File: config.mk
export PLATFORM = sky130hd
export DESIGN_NAME = mips_fetch_queue
export DESIGN_NICKNAME = d
export VERILOG_FILES = /design/src/rtl/mips_fetch_queue.sv
export SDC_FILE = /design/constraint.sdc
export NUM_CORES = 1
export LEC_CHECK = 0
export ABC_CLOCK_PERIOD_IN_PS = 2650
export CAP_MARGIN = 15
export CELL_PAD_IN_SITES_DETAIL_PLACEMENT = 0
export CELL_PAD_IN_SITES_GLOBAL_PLACEMENT = 1
export CORE_MARGIN = 1.5
export CORE_UTILIZATION = 40
export DETAILED_ROUTE_END_ITERATION = 16
export PLACE_DENSITY = 0.8
export SYNTH_ARGS = -nofsm -noshare
export SYNTH_HDL_FRONTEND = slang
export SYNTH_SLANG_ARGS = --single-unit
File: constraint.sdc
create_clock -name clk -period 2.65 [get_ports clk]
set_clock_uncertainty 0.15 [all_clocks]
set_input_delay 0.3975 -clock clk [delete_from_list [all_inputs] [get_ports clk]]
set_output_delay 0.3975 -clock clk [all_outputs]
set_load 0.01 [all_outputs]
File: src/rtl/mips_fetch_queue.sv
// mips_fetch_queue
//   Instruction-fetch front end for the 5-stage MIPS pipeline. It sits directly
//   upstream of the IF/ID register. It owns the PC and reads words from a
//   synchronous instruction memory with a 1-cycle read latency. Returned
//   instructions are buffered, together with their PC, in a DEPTH-entry FIFO.
//   The head of the FIFO is presented to decode.
//
//   Handshake: an instruction moves to decode on a rising clk edge where
//   id_valid && id_ready are both high. While id_valid is high and id_ready is
//   low, the head fields are held stable. id_valid never depends on id_ready.
//
// Ports
//   clk            rising-edge clock
//   rst            asynchronous, active-low reset
//   imem_req       instruction memory read request this cycle
//   imem_addr      word address (pc[IMEM_AW+1:2])
//   imem_rdata     read data, valid the cycle after imem_req
//   redirect_valid taken branch/jump: flush the queue and refetch
//   redirect_pc    new PC (bits [1:0] ignored)
//   id_ready       decode accepts the head instruction (0 = stall)
//   id_valid       head instruction valid
//   id_instr       head instruction word (0 when !id_valid)
//   id_pc          PC of the head instruction (0 when !id_valid)
//   id_pc_plus4    id_pc + 4, modulo 2^32 (0 when !id_valid)
module mips_fetch_queue #(
  parameter logic [31:0] RESET_PC = 32'h0000_0000,
  parameter int          DEPTH    = 4,
  parameter int          IMEM_AW  = 10
) (
  input  logic               clk,
  input  logic               rst,
  output logic               imem_req,
  output logic [IMEM_AW-1:0] imem_addr,
  input  logic [31:0]        imem_rdata,
  input  logic               redirect_valid,
  input  logic [31:0]        redirect_pc,
  input  logic               id_ready,
  output logic               id_valid,
  output logic [31:0]        id_instr,
  output logic [31:0]        id_pc,
  output logic [31:0]        id_pc_plus4
);

  localparam int PW = (DEPTH > 1) ? $clog2(DEPTH) : 1;

  logic [31:0]   pc;
  logic [31:0]   reqPc;
  logic          inflight;
  logic [PW-1:0] rdPtr;
  logic [PW-1:0] wrPtr;
  logic [PW:0]   count;
  logic [31:0]   instrMem [DEPTH];
  logic [31:0]   pcMem    [DEPTH];

  logic          push;
  logic          pop;
  logic [PW+1:0] used;

  // Credit: a request is only issued if its response is guaranteed a slot.
  // A pop in the same cycle is deliberately not counted as freed space, which
  // keeps the issue path independent of id_ready.
  assign used     = {1'b0, count} + {{(PW + 1){1'b0}}, inflight};
  assign imem_req = rst && !redirect_valid && (used < (PW + 2)'(DEPTH));
  assign imem_addr = pc[IMEM_AW+1:2];

  // A redirect discards the in-flight response and any concurrent pop.
  assign push     = inflight && !redirect_valid;
  assign id_valid = (count != '0);
  assign pop      = id_valid && id_ready && !redirect_valid;

  always_ff @(posedge clk or negedge rst) begin
    if (!rst) begin
      pc       <= RESET_PC;
      reqPc    <= '0;
      inflight <= 1'b0;
      rdPtr    <= '0;
      wrPtr    <= '0;
      count    <= '0;
    end else if (redirect_valid) begin
      pc       <= redirect_pc & ~32'd3;
      inflight <= 1'b0;
      rdPtr    <= '0;
      wrPtr    <= '0;
      count    <= '0;
    end else begin
      if (imem_req) begin
        reqPc    <= pc;
        pc       <= pc + 32'd4;
        inflight <= 1'b1;
      end else begin
        inflight <= 1'b0;
      end
      if (push) wrPtr <= wrPtr + 1'b1;
      if (pop)  rdPtr <= rdPtr + 1'b1;
      case ({push, pop})
        2'b10:   count <= count + 1'b1;
        2'b01:   count <= count - 1'b1;
        default: count <= count;
      endcase
    end
  end

  // Payload storage needs no reset: a slot is only read once count covers it.
  always_ff @(posedge clk) begin
    if (push) begin
      instrMem[wrPtr] <= imem_rdata;
      pcMem[wrPtr]    <= reqPc;
    end
  end

  always_comb begin
    id_instr    = '0;
    id_pc       = '0;
    id_pc_plus4 = '0;
    if (id_valid) begin
      id_instr    = instrMem[rdPtr];
      id_pc       = pcMem[rdPtr];
      id_pc_plus4 = pcMem[rdPtr] + 32'd4;
    end
  end

  // The credit scheme must make a push into a full queue impossible.
  assert property (@(posedge clk) disable iff (!rst)
                   push |-> (count != (PW + 1)'(DEPTH)));

endmodule
==> run_results.csv <==
group,metric,value,unit
floorplan,initial_core_util,0.4068,
cells_and_area,area_growth,35.53,%
setup_path,reg2reg_depth,9,
floorplan,die_h,187.9,µm
cells_and_area,n_antenna_cell,0,
clock_tree,cts_buffers,31,
global_route,grt_max_degree,54,
detailed_routing,drc,0,
logic_synthesis,synth-seq-cells,316,
detailed_routing,met2_length,16.24,mm
setup_path,worst-path-max-fanout,8,
detailed_routing,wl_met1,14.50,mm
cells_and_area,ff_latch_area,9155,µm²
global_route,track_usage,0.1881,
logic_synthesis,syn_area_per_cell,14.75,µm²
global_route,grt_first_pass_wirelength,51.94,mm
timing,fin_setup_tns,-39370,ps
power,powerDensity,1001,nW/µm²
placed_design,dp_hpwl,21.55,mm
logic_synthesis,synthCells,927,
logic_synthesis,ys_seq_area_frac,0.6690,
clock_tree,root_buffer,"clkbuf_16",
cells_and_area,nets,1300,
timing,setup_violations,92,
logic_synthesis,synth_edf_count,248,
cells_and_area,utilization,0.5513,
floorplan,die-width,187.9,µm
setup_path,rr_endpoint,"count[2]$_DFFE_PN0P_",
hold_path,hp-class,"input pin to flop",
timing,worst_pin_slew,686.9,ps
setup_path,critPathLaunchType,"flop",
power,p_leak,7.071,nW
timing,rsz0062_at_grt,"true",
timing,finalHoldViolCount,0,
run_status,violations,"negative setup slack",
flow_run,drv_cap,0,
detailed_routing,wl_per_cell,19.71,µm
detailed_routing,top_layer_used,"met4",
floorplan,core-area,33620,µm²
detailed_routing,drt-initial-drc-count,629,
global_route,antenna_found_initial,0,
timing,slew_violations,0,
cells_and_area,drive_gt1_frac,0.3403,
detailed_routing,routed_wl,33.45,mm
run_status,status,"finished, violations left",
timing,fmax,280.0,MHz
cells_and_area,multiInputGateArea,4612,µm²
hold_path,hp-start,"redirect_pc[29]",
cells_and_area,fillers,2648,
logic_synthesis,async_reset_ff_frac,0.2152,
logic_synthesis,yosysUniqueCellTypes,51,
clock_tree,insertion_delay,550,ps
timing,fin_ws,-921.5,ps
power,ir_worst_vdd,602.3,µV
clock_tree,clockBufferDepth,3,
timing,layout_min_cycle_time,3571,ps
logic_synthesis,synth.largest_area_cell,"edfxtp_1",
global_route,grt-ovfl-total,0,
detailed_routing,met3_length,1.998,mm
clock_tree,clkTransAtPathRegs,70,ps
floorplan,boundaryPins,176,
clock_tree,clock-sinks,316,
logic_synthesis,ys_warn_count,0,
hold_path,min_path_cells,3,
floorplan,dieArea,35300,µm²
placed_design,io_buffer_count,169,
setup_path,arrival,3020,ps
setup_path,ff2ff_setup_slack,220,ps
cells_and_area,final_area,18530,µm²
clock_tree,cts_htree_levels,1,
detailed_routing,vias,8987,
timing,fin_hold_ws,263.0,ps
detailed_routing,viasPerCell,5.296,
detailed_routing,ant_nets,0,
logic_synthesis,synth_top_area_share,0.5446,
setup_path,crit_required,2100,ps
logic_synthesis,synthTopCellsByArea,"edfxtp_1, dfrtp_1, mux4_2",
timing,fin_crit_sh,1.348,
placed_design,gp_congestion,0.7919,
timing,slew-limit-headroom,0.5378,
setup_path,reg2reg_from,"count[1]$_DFFE_PN0P_",
global_route,grt_pass1_vias,9187,
hold_path,holdPathEnd,"pc[29]$_DFFE_PN0P_",
floorplan,rows,67,
logic_synthesis,synth_area,13670,µm²
logic_synthesis,synth-main-ff-cell,"edfxtp_1",
placed_design,place_area,16560,µm²
setup_path,critPathKind,"flop to primary output",
detailed_routing,drt-pass1-iter-count,4,
setup_path,cp-end-kind,"primary output",
clock_tree,cts_tree,"built",
where the power goes:
group          internal [mW]  switching [mW]
clock                   2.69            1.81
combinational           4.00            3.53
sequential              5.99           0.533
total                   12.7            5.87
repair_timing:
action / 4_1_cts / 5_1_grt
hold endpoints to repair: 40 / 0
hold buffers: 1 / 0
gates cloned: 1 / 0
pin swaps: 35 / 22
resized for setup: 409 / 85
endpoints found under the setup margin: 94 / 95
setup buffers: 44 / 20
area by class of cell:
class | count | area share
tap | 448 | 0.03025
inverter | 9 | 0.001958
sequential | 316 | 0.4940
clock buffer | 38 | 0.04658
multi-input combinational | 542 | 0.2489
timing repair buffer | 325 | 0.1678
clock inverter | 19 | 0.01053
routing by layer:
metal  global-route usage  vias up
met1               0.2572     4513
li1                     -     4106
met2               0.3135      317
met3              0.02995       51
met5                    0        -
met4              0.05046        0
sequential cells by signal, indices dropped and copies added (netlist names):
| register | flops |
|---|---|
| instrMem | 128 |
| pcMem | 120 |
| pc | 30 |
| reqPc | 30 |
| count | 3 |
| rdPtr | 2 |
| wrPtr | 2 |
| inflight | 1 |
critical path, cell delays in order (launching register included):
cell,delay [ps]
dfrtp_4,550
buf_12,170
mux4_2,380
ha_4,170
and4_4,240
nand3_4,70
buf_6,120
or4_4,500
a21oi_2,120
buf_2,150
metrics by stage:
step	setup WS (ps)	cells	total power, mW
final	-921.5	1697	18.55
after global routing	-986.3	1697	19.42
after CTS	-910.1	1686	18.38
after detailed placement	-830.4	1587	13.37
after global placement	-793.8	1587	13.26
after floorplan	7.097	930	9.737
worst max-delay path by stage:
stage                               from         endpoint  slack (ps)  cells past startpoint
floorplan           rdPtr[0]$_DFFE_PN0P_  id_pc_plus4[18]           7                      8
global placement    rdPtr[0]$_DFFE_PN0P_  id_pc_plus4[31]        -790                      7
detailed placement  rdPtr[0]$_DFFE_PN0P_  id_pc_plus4[31]        -830                      8
CTS                 rdPtr[0]$_DFFE_PN0P_  id_pc_plus4[26]        -910                      9
global route        rdPtr[0]$_DFFE_PN0P_  id_pc_plus4[26]        -990                      9
finish              rdPtr[0]$_DFFE_PN0P_  id_pc_plus4[26]        -920                      9
logic make-up (layout without fill, tap and decap cells):
group | Yosys count | count (layout) | share of synthesized area
and+or+nand+nor | 353 | 353 | 0.1285
DFF | 316 | 316 | 0.6690
AOI/OAI and AO/OA | 86 | 86 | 0.04099
muxes | 75 | 75 | 0.1158
buffers and inverters | 72 | 391 | 0.02754
xor gates and xnor gates | 17 | 17 | 0.01089
adders and majority gates | 7 | 7 | 0.006954
other | 1 | 4 | 0.0002742
layout by cell type, fill, tap and decap left out, types with 31 or more instances in the layout:
| cell | instances |
|---|---|
| edfxtp_1 | 248 |
| nand2_1 | 129 |
| clkdlybuf4s50_1 | 81 |
| buf_6 | 81 |
| buf_4 | 77 |
| dfrtp_1 | 65 |
| mux4_2 | 61 |
| and2_1 | 45 |
| nor2_1 | 38 |
| buf_2 | 38 |
| clkbuf_16 | 32 |
| nand3_1 | 31 |
| o21ai_0 | 31 |
synth_stat cells (all sizes together) (6+ instances only):
master / instances
a21oi: 13
a31oi: 8
and2: 71
and3: 7
buf: 29
clkbuf: 34
dfrtp: 68
edfxtp: 248
ha: 6
inv: 9
mux2: 10
mux4: 62
nand2: 133
nand3: 39
nand4: 15
nor2: 41
nor3: 15
nor4: 10
o21ai: 31
o311ai: 11
xnor2: 9
xor2: 8
No activity file was read; power rests on OpenSTA's default activity.
